`config.mk`:
```
export PLATFORM = sky130hd
export DESIGN_NAME = lsu_initiator_flat
export DESIGN_NICKNAME = d
export VERILOG_FILES = /design/src/rtl/lsu_pkg.sv /design/src/rtl/lsu_initiator_if.sv /design/src/rtl/lsu_align.sv /design/src/rtl/lsu_initiator.sv /design/src/flat_wrapper.sv
export SDC_FILE = /design/constraint.sdc
export NUM_CORES = 1
export LEC_CHECK = 0
export BUFFER_PORTS_ARGS = -buffer_cell sky130_fd_sc_hd__buf_4
export CELL_PAD_IN_SITES_DETAIL_PLACEMENT = 0
export CELL_PAD_IN_SITES_GLOBAL_PLACEMENT = 1
export CORE_MARGIN = 4
export CORE_UTILIZATION = 34
export CTS_BUF_LIST = sky130_fd_sc_hd__clkbuf_8
export DETAILED_ROUTE_END_ITERATION = 6
export HOLD_SLACK_MARGIN = 0.12
export PLACE_DENSITY_LB_ADDON = 0.1
export SLEW_MARGIN = 20
export SYNTH_ARGS = -nofsm -noshare
export SYNTH_HDL_FRONTEND = slang
export SYNTH_SLANG_ARGS = --single-unit
```
`constraint.sdc`:
```
create_clock -name clk -period 2.9 [get_ports clk]
set_input_delay 0.435 -clock clk [delete_from_list [all_inputs] [get_ports clk]]
set_output_delay 0.435 -clock clk [all_outputs]
set_load 0.03 [all_outputs]
```
`src/rtl/lsu_pkg.sv`:
```
// lsu_pkg: shared funct3 codes, FSM state type and byte-enable type for the load/store initiator
package lsu_pkg;
  localparam logic [2:0] F3_B  = 3'b000;
  localparam logic [2:0] F3_H  = 3'b001;
  localparam logic [2:0] F3_W  = 3'b010;
  localparam logic [2:0] F3_BU = 3'b100;
  localparam logic [2:0] F3_HU = 3'b101;
  typedef enum logic [1:0] {IDLE, REQ, WAIT, DONE} lsu_state_t;
  typedef logic [3:0] be_t;
endpackage

```
`src/rtl/lsu_initiator_if.sv`:
```
// lsu_initiator_if: word-wide data-memory request/response bus
// master drives mem_req/mem_we/mem_addr/mem_be/mem_wdata; slave drives mem_gnt/mem_rvalid/mem_rdata
interface lsu_initiator_if #(
  parameter int DM_ADDRESS = 9,
  parameter int DATA_W     = 32
);
  import lsu_pkg::*;
  logic                  mem_req;
  logic                  mem_we;
  logic [DM_ADDRESS-1:0] mem_addr;
  be_t                   mem_be;
  logic [DATA_W-1:0]     mem_wdata;
  logic                  mem_gnt;
  logic                  mem_rvalid;
  logic [DATA_W-1:0]     mem_rdata;
  modport master (output mem_req, mem_we, mem_addr, mem_be, mem_wdata, input mem_gnt, mem_rvalid, mem_rdata);
  modport slave  (input mem_req, mem_we, mem_addr, mem_be, mem_wdata, output mem_gnt, mem_rvalid, mem_rdata);
endinterface

```
`src/rtl/lsu_align.sv`:
```
// lsu_align: byte-lane steering -- store enables/data replication, load extraction, command checks
// in: i_funct3, i_off (addr[1:0]), i_store, i_wd, i_rdata; out: o_be, o_wdata, o_rd, o_misaligned, o_illegal
module lsu_align import lsu_pkg::*; #(
  parameter int DATA_W = 32
) (
  input  logic [2:0]        i_funct3,
  input  logic [1:0]        i_off,
  input  logic              i_store,
  input  logic [DATA_W-1:0] i_wd,
  input  logic [DATA_W-1:0] i_rdata,
  output be_t               o_be,
  output logic [DATA_W-1:0] o_wdata,
  output logic [DATA_W-1:0] o_rd,
  output logic              o_misaligned,
  output logic              o_illegal
);
  logic [1:0]        w_sz;
  logic [DATA_W-1:0] w_lane;
  assign w_sz   = i_funct3[1:0];
  assign w_lane = i_rdata >> {i_off, 3'b000};
  always_comb begin
    o_be = w_sz == 2'd0 ? be_t'(4'b0001 << i_off) : w_sz == 2'd1 ? be_t'(4'b0011 << i_off) : 4'b1111;
    o_wdata = w_sz == 2'd0 ? {4{i_wd[7:0]}} : w_sz == 2'd1 ? {2{i_wd[15:0]}} : i_wd;
    o_rd = i_funct3 == F3_B  ? {{24{w_lane[7]}}, w_lane[7:0]} :
           i_funct3 == F3_H  ? {{16{w_lane[15]}}, w_lane[15:0]} :
           i_funct3 == F3_BU ? {24'b0, w_lane[7:0]} :
           i_funct3 == F3_HU ? {16'b0, w_lane[15:0]} : w_lane;
    o_misaligned = (w_sz == 2'd1 && i_off[0]) || (w_sz == 2'd2 && i_off != 2'd0);
    o_illegal = i_store ? i_funct3 > F3_W : !(i_funct3 inside {F3_B, F3_H, F3_W, F3_BU, F3_HU});
  end
endmodule

```
`src/rtl/lsu_initiator.sv`:
```
// lsu_initiator: MEM-stage load/store initiator driving a handshaked word bus and stalling the pipeline
// in: clk, rst_n, MemRead, MemWrite, Funct3, addr, wd; out: rd, stall, fault; bus: lsu_initiator_if.master
module lsu_initiator import lsu_pkg::*; #(
  parameter int DM_ADDRESS  = 9,
  parameter int DATA_W      = 32,
  parameter int TIMEOUT_CYC = 255
) (
  input  logic              clk,
  input  logic              rst_n,
  input  logic              MemRead,
  input  logic              MemWrite,
  input  logic [2:0]        Funct3,
  input  logic [31:0]       addr,
  input  logic [DATA_W-1:0] wd,
  output logic [DATA_W-1:0] rd,
  output logic              stall,
  output logic              fault,
  lsu_initiator_if.master   bus
);
  localparam int CW = $clog2(TIMEOUT_CYC + 1);
  lsu_state_t            r_state, w_next;
  logic [CW-1:0]         r_cnt;
  logic [2:0]            r_f3;
  logic [1:0]            r_off;
  logic                  r_we;
  logic [DM_ADDRESS-1:0] r_addr;
  be_t                   r_be;
  logic [DATA_W-1:0]     r_wdata, r_rd;
  logic                  w_idle, w_busy, w_cmd, w_bad, w_go, w_to, w_cap, w_misaligned, w_illegal, w_unused;
  be_t                   w_be;
  logic [DATA_W-1:0]     w_wdata, w_ld;
  assign w_unused = ^addr[31:DM_ADDRESS+2];
  assign w_idle   = r_state == IDLE;
  assign w_busy   = r_state == REQ || r_state == WAIT;
  assign w_cmd    = MemRead | MemWrite;
  assign w_bad    = (MemRead & MemWrite) | w_illegal | w_misaligned;
  assign w_go     = w_idle & w_cmd & ~w_bad;
  // timeout wins over a response arriving in the same cycle
  assign w_to     = w_busy && r_cnt == CW'(TIMEOUT_CYC);
  assign w_cap    = ~w_to & ~r_we & bus.mem_rvalid & (r_state == WAIT | (r_state == REQ & bus.mem_gnt));
  // live command is decoded in IDLE; the latched one drives load extraction afterwards
  lsu_align #(.DATA_W(DATA_W)) u_align (
    .i_funct3     (w_idle ? Funct3 : r_f3),
    .i_off        (w_idle ? addr[1:0] : r_off),
    .i_store      (w_idle ? MemWrite : r_we),
    .i_wd         (wd),
    .i_rdata      (bus.mem_rdata),
    .o_be         (w_be),
    .o_wdata      (w_wdata),
    .o_rd         (w_ld),
    .o_misaligned (w_misaligned),
    .o_illegal    (w_illegal)
  );
  always_ff @(posedge clk or negedge rst_n)
    if (!rst_n) r_state <= IDLE;
    else r_state <= w_next;
  always_comb begin
    w_next = r_state;
    unique case (r_state)
      IDLE:    w_next = w_go ? REQ : IDLE;
      REQ:     w_next = w_to ? DONE : !bus.mem_gnt ? REQ : (r_we || bus.mem_rvalid) ? DONE : WAIT;
      WAIT:    w_next = (w_to || bus.mem_rvalid) ? DONE : WAIT;
      default: w_next = IDLE;
    endcase
  end
  // gated by rst_n so the pipeline sees a quiet interface while reset is held
  always_comb begin
    stall         = rst_n & (w_go | w_busy);
    fault         = rst_n & ((w_idle & w_cmd & w_bad) | w_to);
    bus.mem_req   = r_state == REQ & ~w_to;
    bus.mem_we    = r_we;
    bus.mem_addr  = r_addr;
    bus.mem_be    = r_be;
    bus.mem_wdata = r_wdata;
    rd            = r_rd;
  end
  always_ff @(posedge clk or negedge rst_n)
    if (!rst_n) begin
      r_f3    <= '0;
      r_off   <= '0;
      r_we    <= 1'b0;
      r_addr  <= '0;
      r_be    <= '0;
      r_wdata <= '0;
      r_rd    <= '0;
      r_cnt   <= '0;
    end else begin
      if (w_go) begin
        r_f3    <= Funct3;
        r_off   <= addr[1:0];
        r_we    <= MemWrite;
        r_addr  <= addr[DM_ADDRESS+1:2];
        r_be    <= w_be;
        r_wdata <= w_wdata;
      end
      if (w_to) r_rd <= '0;
      else if (w_cap) r_rd <= w_ld;
      r_cnt <= w_busy && (w_next == REQ || w_next == WAIT) ? r_cnt + 1'b1 : '0;
    end
endmodule

```
`src/flat_wrapper.sv`:
```
// flat-port wrapper written by rule: the top's interface ports become plain ports
module lsu_initiator_flat import lsu_pkg::*;
#(
  parameter int DM_ADDRESS  = 9,
  parameter int DATA_W      = 32,
  parameter int TIMEOUT_CYC = 255
)
  (clk, rst_n, MemRead, MemWrite, Funct3, addr, wd, rd, stall, fault, bus_mem_req, bus_mem_we, bus_mem_addr, bus_mem_be, bus_mem_wdata, bus_mem_gnt, bus_mem_rvalid, bus_mem_rdata);
  lsu_initiator_if #(.DM_ADDRESS(DM_ADDRESS), .DATA_W(DATA_W)) bus_i ();
  input  logic clk;
  input  logic rst_n;
  input  logic MemRead;
  input  logic MemWrite;
  input  logic [2:0] Funct3;
  input  logic [31:0] addr;
  input  logic [DATA_W-1:0] wd;
  output logic [DATA_W-1:0] rd;
  output logic stall;
  output logic fault;
  output wire logic [$bits(bus_i.mem_req)-1:0] bus_mem_req;
  output wire logic [$bits(bus_i.mem_we)-1:0] bus_mem_we;
  output wire logic [$bits(bus_i.mem_addr)-1:0] bus_mem_addr;
  output wire logic [$bits(bus_i.mem_be)-1:0] bus_mem_be;
  output wire logic [$bits(bus_i.mem_wdata)-1:0] bus_mem_wdata;
  input wire logic [$bits(bus_i.mem_gnt)-1:0] bus_mem_gnt;
  input wire logic [$bits(bus_i.mem_rvalid)-1:0] bus_mem_rvalid;
  input wire logic [$bits(bus_i.mem_rdata)-1:0] bus_mem_rdata;
  assign bus_mem_req = bus_i.mem_req;
  assign bus_mem_we = bus_i.mem_we;
  assign bus_mem_addr = bus_i.mem_addr;
  assign bus_mem_be = bus_i.mem_be;
  assign bus_mem_wdata = bus_i.mem_wdata;
  assign bus_i.mem_gnt = bus_mem_gnt;
  assign bus_i.mem_rvalid = bus_mem_rvalid;
  assign bus_i.mem_rdata = bus_mem_rdata;
  lsu_initiator #(.DM_ADDRESS(DM_ADDRESS), .DATA_W(DATA_W), .TIMEOUT_CYC(TIMEOUT_CYC)) u_core (.clk(clk), .rst_n(rst_n), .MemRead(MemRead), .MemWrite(MemWrite), .Funct3(Funct3), .addr(addr), .wd(wd), .rd(rd), .stall(stall), .fault(fault), .bus(bus_i));
endmodule
```
# --- After elaboration in Yosys (flattened, before gate mapping) ---
# Index checks and enable logic that the tools add are counted.
totals:
  output_inout_bits: 81
  word_cells: 82
  input_bits: 105
  regBits: 93
op_classes:
  muxes: 21
  reduce_logical: 16
  order_cmp: 1
  eq_ne: 11
  bitwise: 20
  shifts: 3
  add_sub_neg: 1
op_table:
  columns: ["cell", "n"]
  rows:
  - ["32-bit two-way mux", 8]
  - ["32-bit by 5-bit right shift with 32-bit output", 1]
  - ["1-bit AND", 11]
  - ["8-bit by 1-bit adder with 8-bit output, second input constant", 1]
  - ["8-bit == test, second input constant", 1]
  - ["4-bit two-way mux", 2]
  - ["8-bit two-way mux", 1]
  - ["2-bit by 1-bit == test with 1-bit output, second input constant", 3]
  - ["2-bit == test, second input constant", 3]
  - ["3-bit == test, second input constant", 2]
  - ["2-bit two-way mux", 3]
  - ["1-bit bitwise OR", 6]
  - ["2-bit case mux with 3 select lines", 1]
  - ["1-bit logical OR", 5]
  - ["1-bit two-way mux", 5]
  - ["5-bit nonzero test", 1]
  - ["1-bit logical AND", 4]
  - ["2-bit logical NOT", 2]
  - ["2-bit nonzero test", 2]
  - ["1-bit by 2-bit << shifter with 4-bit output, first input constant", 1]
  - ["2-bit by 2-bit << shifter with 4-bit output, first input constant", 1]
  - ["3-bit by 1-bit == test with 1-bit output, second input constant", 1]
  - ["3-bit by 2-bit == test with 1-bit output, second input constant", 1]
  - ["3-bit by 2-bit > comparator with 1-bit output, second input constant", 1]
  - ["other kinds (4)", 6]

# --- Depth between registers and ports, before layout ---
depth:
  ltp_word: 16
  ltp_mapped: 15
  ltp_nobuf: 11

# --- By module ---
# From an unflattened synthesis, not the netlist that was laid out.
unflattened:
  hier_cells: 492
  area_unflattened_um2: 5129.9
by_module_without_submodules:
  columns: ["mod", "cells_each", "seq_area_each_um2", "area_per_inst_um2", "n_inst"]
  rows:
  - ["lsu_initiator", 321, 2327.2, 3836.2, 1]
  - ["lsu_align", 171, 0.0, 1293.7, 1]

# --- Least setup slack after synthesis ---
# OpenSTA, ideal clock, no wires.
synth_path:
  kind: "reg-to-output"
  start: "register u_core.r_state[1]"
  end: "output port stall"
  stages_incl_launch_ff: 15
  t_arrival_ps: 2781
  slack_ps: -316
  required_ps: 2465
  cell_sequence: "dfrtp_1 inv_1 ha_1 buf_6 nand2_1 nand2_4 inv_4 buf_2 ha_1 nor3b_1 o22ai_1 nor3_1 buf_2 clkbuf_1 o21a_1"
synth_between:
  elab_chain_cells: 12
synth_lines:
  columns: ["item", "line_no", "text"]
  rows:
  - ["start, declared", "lsu_initiator.sv:21", "lsu_state_t r_state, w_next;"]
  - ["start signal, assigned", "lsu_initiator.sv:56", "else r_state <= w_next;"]
  - ["2-bit logical NOT", "lsu_initiator.sv:33", "assign w_idle = r_state == IDLE;"]
  - ["3-bit two-way mux", "lsu_initiator.sv:43", ".i_funct3 (w_idle ? Funct3 : r_f3),"]
  - ["3-bit by 1-bit == test with 1-bit output, or another cell as far along", "lsu_align.sv:29", "o_illegal = i_store ? i_funct3 > F3_W : !(i_funct3 inside {F3_B, F3_H, F3_W, F3_BU, F3_HU});"]
  - ["5-bit nonzero test", "lsu_align.sv:29", null]
  - ["1-bit logical NOT", "lsu_align.sv:29", null]
  - ["1-bit two-way mux", "lsu_align.sv:29", null]
  - ["1-bit bitwise OR (2 in a row)", "lsu_initiator.sv:36", "assign w_bad = (MemRead & MemWrite) | w_illegal | w_misaligned;"]
  - ["1-bit inverter", "lsu_initiator.sv:37", "assign w_go = w_idle & w_cmd & ~w_bad;"]
  - ["1-bit AND", "lsu_initiator.sv:37", null]
  - ["1-bit bitwise OR (*)", "lsu_initiator.sv:68", "stall = rst_n & (w_go | w_busy);"]
  - ["1-bit AND (*)", "lsu_initiator.sv:68", null]
  - ["end, declared", "flat_wrapper.sv:18", "output logic stall;"]
# Every way passes the cells marked *; elsewhere a longest branch is shown, timed or not.

# --- Final worst setup path ---
# Same ends and word-level chain as after synthesis.

==> results by group <==
Run status
  – Status: finished, final reports clean

Placement
  – Dpl hpwl: 11.58 mm
  – Placed cell count: 837
  – Gp weighted congestion: 0.8552
  – Place WS: 0.1389 ns
  – IO buf count: 164
  – Placed Area: 6525 um^2

STA
  – Rel. slew slack: 0.5545
  – Final Hold Vio Count: 0
  – Worst Tran Pin Value: 0.6683 ns
  – Layout Skew: 0.01388 ns
  – Setup ws final: 0.1467 ns
  – Final setup vio count: 0
  – Setup tns final: 0 ns
  – Final worst path period share: 0.9494
  – Fmax: 0.3632 GHz
  – Min Tclk post-route: 2.753 ns
  – Final hold slack: 0.2875 ns
  – Slew Viols, Final: 0

Power
  – Pint: 4.338 mW
  – Logic pwr share: 0.625
  – Leakage: 3.329 nW
  – Sw frac: 0.4682
  – Sequential group share of total power: 0.270
  – PD cells: 1199 nW/um^2
  – Clock power share: 0.105
  – Switching pwr: 3.819 mW
  – VDD IR max: 0.5134 mV

Setup path
  – Worst setup SP type: register
  – Critical Setup Path Class: reg2out
  – CP Capture Type: primary output
  – Crit Reg-Reg Startpoint: u_core.r_state[1]$_DFF_PN0_
  – Required @ worst endpoint: 2.47 ns
  – Critical R2R Capture: u_core.bus.mem_wdata[7]$_DFFE_PN0P_
  – Worst Path Max Fanout: 4
  – Register-to-Register Path Depth: 9
  – WP data arrival: 2.32 ns
  – FF-to-FF setup slack: 0.34 ns

Global routing
  – Remaining Overflow, GRT: 0
  – Global-route wire length before repair: 24.15 mm
  – Largest net degree at the start of global routing: 83
  – GRT met1 Usage: 0.2466
  – M2 GR Usage: 0.3021
  – Number of global-route vias before repair: 4,492
  – Total GRT Usage: 0.1866
  – GR peak layer: met2
  – Met3 Resource Use GR: 0.05111
  – Initial antenna violation count: 0

Final layout
  – Multi-input logic area: 2565 um^2
  – # diodes: 0
  – Fill cells: 1,412
  – Final-stage net count: 782
  – Fin area: 6805 um^2
  – Share of cells above drive strength 1: 0.3577
  – Layout area overhead: 35.87%
  – Register area: 2327 um^2
  – Finished Layout Cells: 855

Route
  – Drt total wl: 15.73 mm
  – Drt first-iter violations: 229
  – Remaining DRCs: 0
  – Drt wl/cell: 18.40 um
  – DR vias/cell: 5.246
  – Via count: 4,485
  – Drt pass-1 iters: 5
  – Number of nets still failing antenna checks after routing: 0

Clock tree
  – CTS tree: yes
  – TritonCTS buffer count: 9
  – Number of H-tree levels: 3
  – CTS root buf: clkbuf_8
  – Max clock buf depth: 2
  – Clock Sinks: 93
  – Worst-Skew Late Latency: 0.37 ns
  – Worst-path clk slew: 0.09 ns

Die
  – I/O pins: 186
  – Die Ht: 129.4 um
  – Row cnt: 44
  – Starting Density: 0.3459
  – Die area: 16,740 um^2
  – Core region area: 14,480 um^2
  – Die width: 129.4 um

Logic synthesis
  – Mapped cell area: 5009 um^2
  – Post-synth EDFFs: 0
  – Syn avg cell area: 10.04 um^2
  – Most frequent cell after synthesis: dfrtp_1
  – Syn_nets: 613
  – Cells after synthesis: 499
  – Post-synth top cells: dfrtp_1, a21oi_1, nor2_1
  – Synth Area in Compound Gates: 0.2306
  – Distinct cells, synth: 52
  – Top cells by area, synth: dfrtp_1, mux2i_1, a21oi_1
  – Synth Flop Type: dfrtp_1
  – Yosys reg bits: 93
  – Synth Area in Simple Gates: 0.1109
  – XOR/XNOR Fraction of Synth Area: 0.01049
  – Main combinational cell family by area after synthesis: compound AO/OA/AOI/OAI gates
  – Register area share after synthesis: 0.4647
  – Adder-cell share of the synthesized area: 0.02248
  – Top cell type's share of synthesized area: 0.4647
  – Cell taking the most area after synthesis: dfrtp_1
  – Ys async rst share: 1.000
  – Yosys Warn Count: 0
  – Multiplexer share of the synthesized area: 0.1187

Min path
  – Hold EP: u_core.bus.mem_addr[2]$_DFFE_PN0P_
  – Min-delay src: addr[4]
  – Worst hold path class: in2reg
  – Worst hold path depth: 2

Run
  – Max Cap Viol: 0
==> per-layer routing <==
metal  vias up  part of all wire
met4         0            0.0086
li1       2161                 -
met1      2177              0.44
met3        10             0.069
met5         -                 0
met2       137              0.49
==> layout make-up <==
type                            count  share of cell area
Timing Repair Buffer              192              0.2146
Inverter                           10            0.006251
Multi-Input combinational cell    362              0.3769
Tap cell                          184             0.03383
Clock buffer                       10             0.02022
Sequential cell                    93              0.3420
Clock inverter                      4            0.006251
==> cell usage in the layout, fill, tap and decap left out, types with 2 or more instances in the layout <==
| cell | Yosys | layout |
|---|---|---|
| a211o_1 | 3 | 3 |
| a211oi_1 | 14 | 14 |
| a21o_1 | 17 | 17 |
| a21oi_1 | 63 | 63 |
| a221o_1 | 16 | 16 |
| a22o_1 | 8 | 8 |
| a31oi_1 | 12 | 12 |
| and2_1 | 3 | 3 |
| and3_1 | 2 | 2 |
| and4_1 | 2 | 2 |
| buf_4 | 2 | 189 |
| clkbuf_8 | 0 | 10 |
| dfrtp_1 | 93 | 93 |
| ha_1 | 9 | 7 |
| ha_4 | 0 | 2 |
| inv_1 | 9 | 9 |
| inv_2 | 0 | 2 |
| mux2_1 | 3 | 3 |
| mux2_2 | 16 | 16 |
| mux2i_1 | 38 | 35 |
| mux2i_4 | 0 | 2 |
| nand2_1 | 32 | 31 |
| nand2b_1 | 12 | 12 |
| nand3_1 | 4 | 4 |
| nand4_1 | 2 | 2 |
| nor2_1 | 44 | 43 |
| nor2b_1 | 3 | 3 |
| nor3_1 | 3 | 2 |
| nor3b_1 | 3 | 2 |
| o21ai_0 | 21 | 20 |
| o21ai_1 | 2 | 3 |
| o2bb2ai_1 | 7 | 7 |
| xnor2_1 | 5 | 5 |
==> state kept, by name (all words and copies together) (netlist names) <==
name	count
u_core.bus.mem_we	1
u_core.bus.mem_wdata	32
u_core.r_state	2
u_core.bus.mem_be	4
u_core.rd	32
u_core.r_off	2
u_core.bus.mem_addr	9
u_core.r_cnt	8
u_core.r_f3	3
==> worst max path at each step <==
stage,start,endpoint,cells after the start
3_5_place_dp,u_core.r_state[0]$_DFF_PN0_,u_core.bus.mem_wdata[1]$_DFFE_PN0P_,9
3_3_place_gp,u_core.r_state[0]$_DFF_PN0_,u_core.bus.mem_wdata[7]$_DFFE_PN0P_,11
5_1_grt,u_core.r_state[1]$_DFF_PN0_,fault,10
6_report,u_core.r_state[1]$_DFF_PN0_,stall,9
2_1_floorplan,u_core.r_state[1]$_DFF_PN0_,stall,14
4_1_cts,u_core.r_state[1]$_DFF_PN0_,stall,9
==> cell families after synthesis <==
family | Yosys count
DFF | 93
and+or+nand+nor | 116
adders and majority gates | 9
buffers and inverters | 44
xor gates and xnor gates | 6
muxes | 57
AOI/OAI and AO/OA | 174
==> power groups by stage <==
stage | Combinational [mW] | Clock, mW | Sequential [mW]
after floorplan | 2.33 | 0 | 3.15
after global placement | 4.94 | 0 | 2.21
after detailed placement | 5.00 | 0 | 2.22
after CTS | 5.08 | 0.884 | 2.20
after global routing | 5.53 | 0.958 | 2.27
final | 5.10 | 0.859 | 2.20
==> critical path, cell delays in order (launching register included) <==
cell	delay, ns
dfrtp_1	0.39
inv_2	0.09
ha_4	0.18
mux2i_4	0.26
ha_4	0.17
nor3b_4	0.19
o22ai_2	0.13
nor3_4	0.25
o21a_4	0.14
buf_4	0.15
==> stage by stage <==
stage | total power, mW | util
4_1_cts | 8.166 | 0.4665
2_1_floorplan | 5.487 | -
3_5_place_dp | 7.226 | 0.4507
6_report | 8.156 | 0.4700
5_1_grt | 8.753 | 0.4700
3_3_place_gp | 7.149 | 0.4507
==> what timing repair did <==
item / in CTS / in global routing
buffers inserted: 2 / 1
hold buffers: 1 / 0
pin swaps: 2 / 3
setup endpoints to repair: 2 / 2
resized for setup: 6 / 9
endpoints found under the hold margin: 11 / 0
No activity file was read; power rests on OpenSTA's default activity.
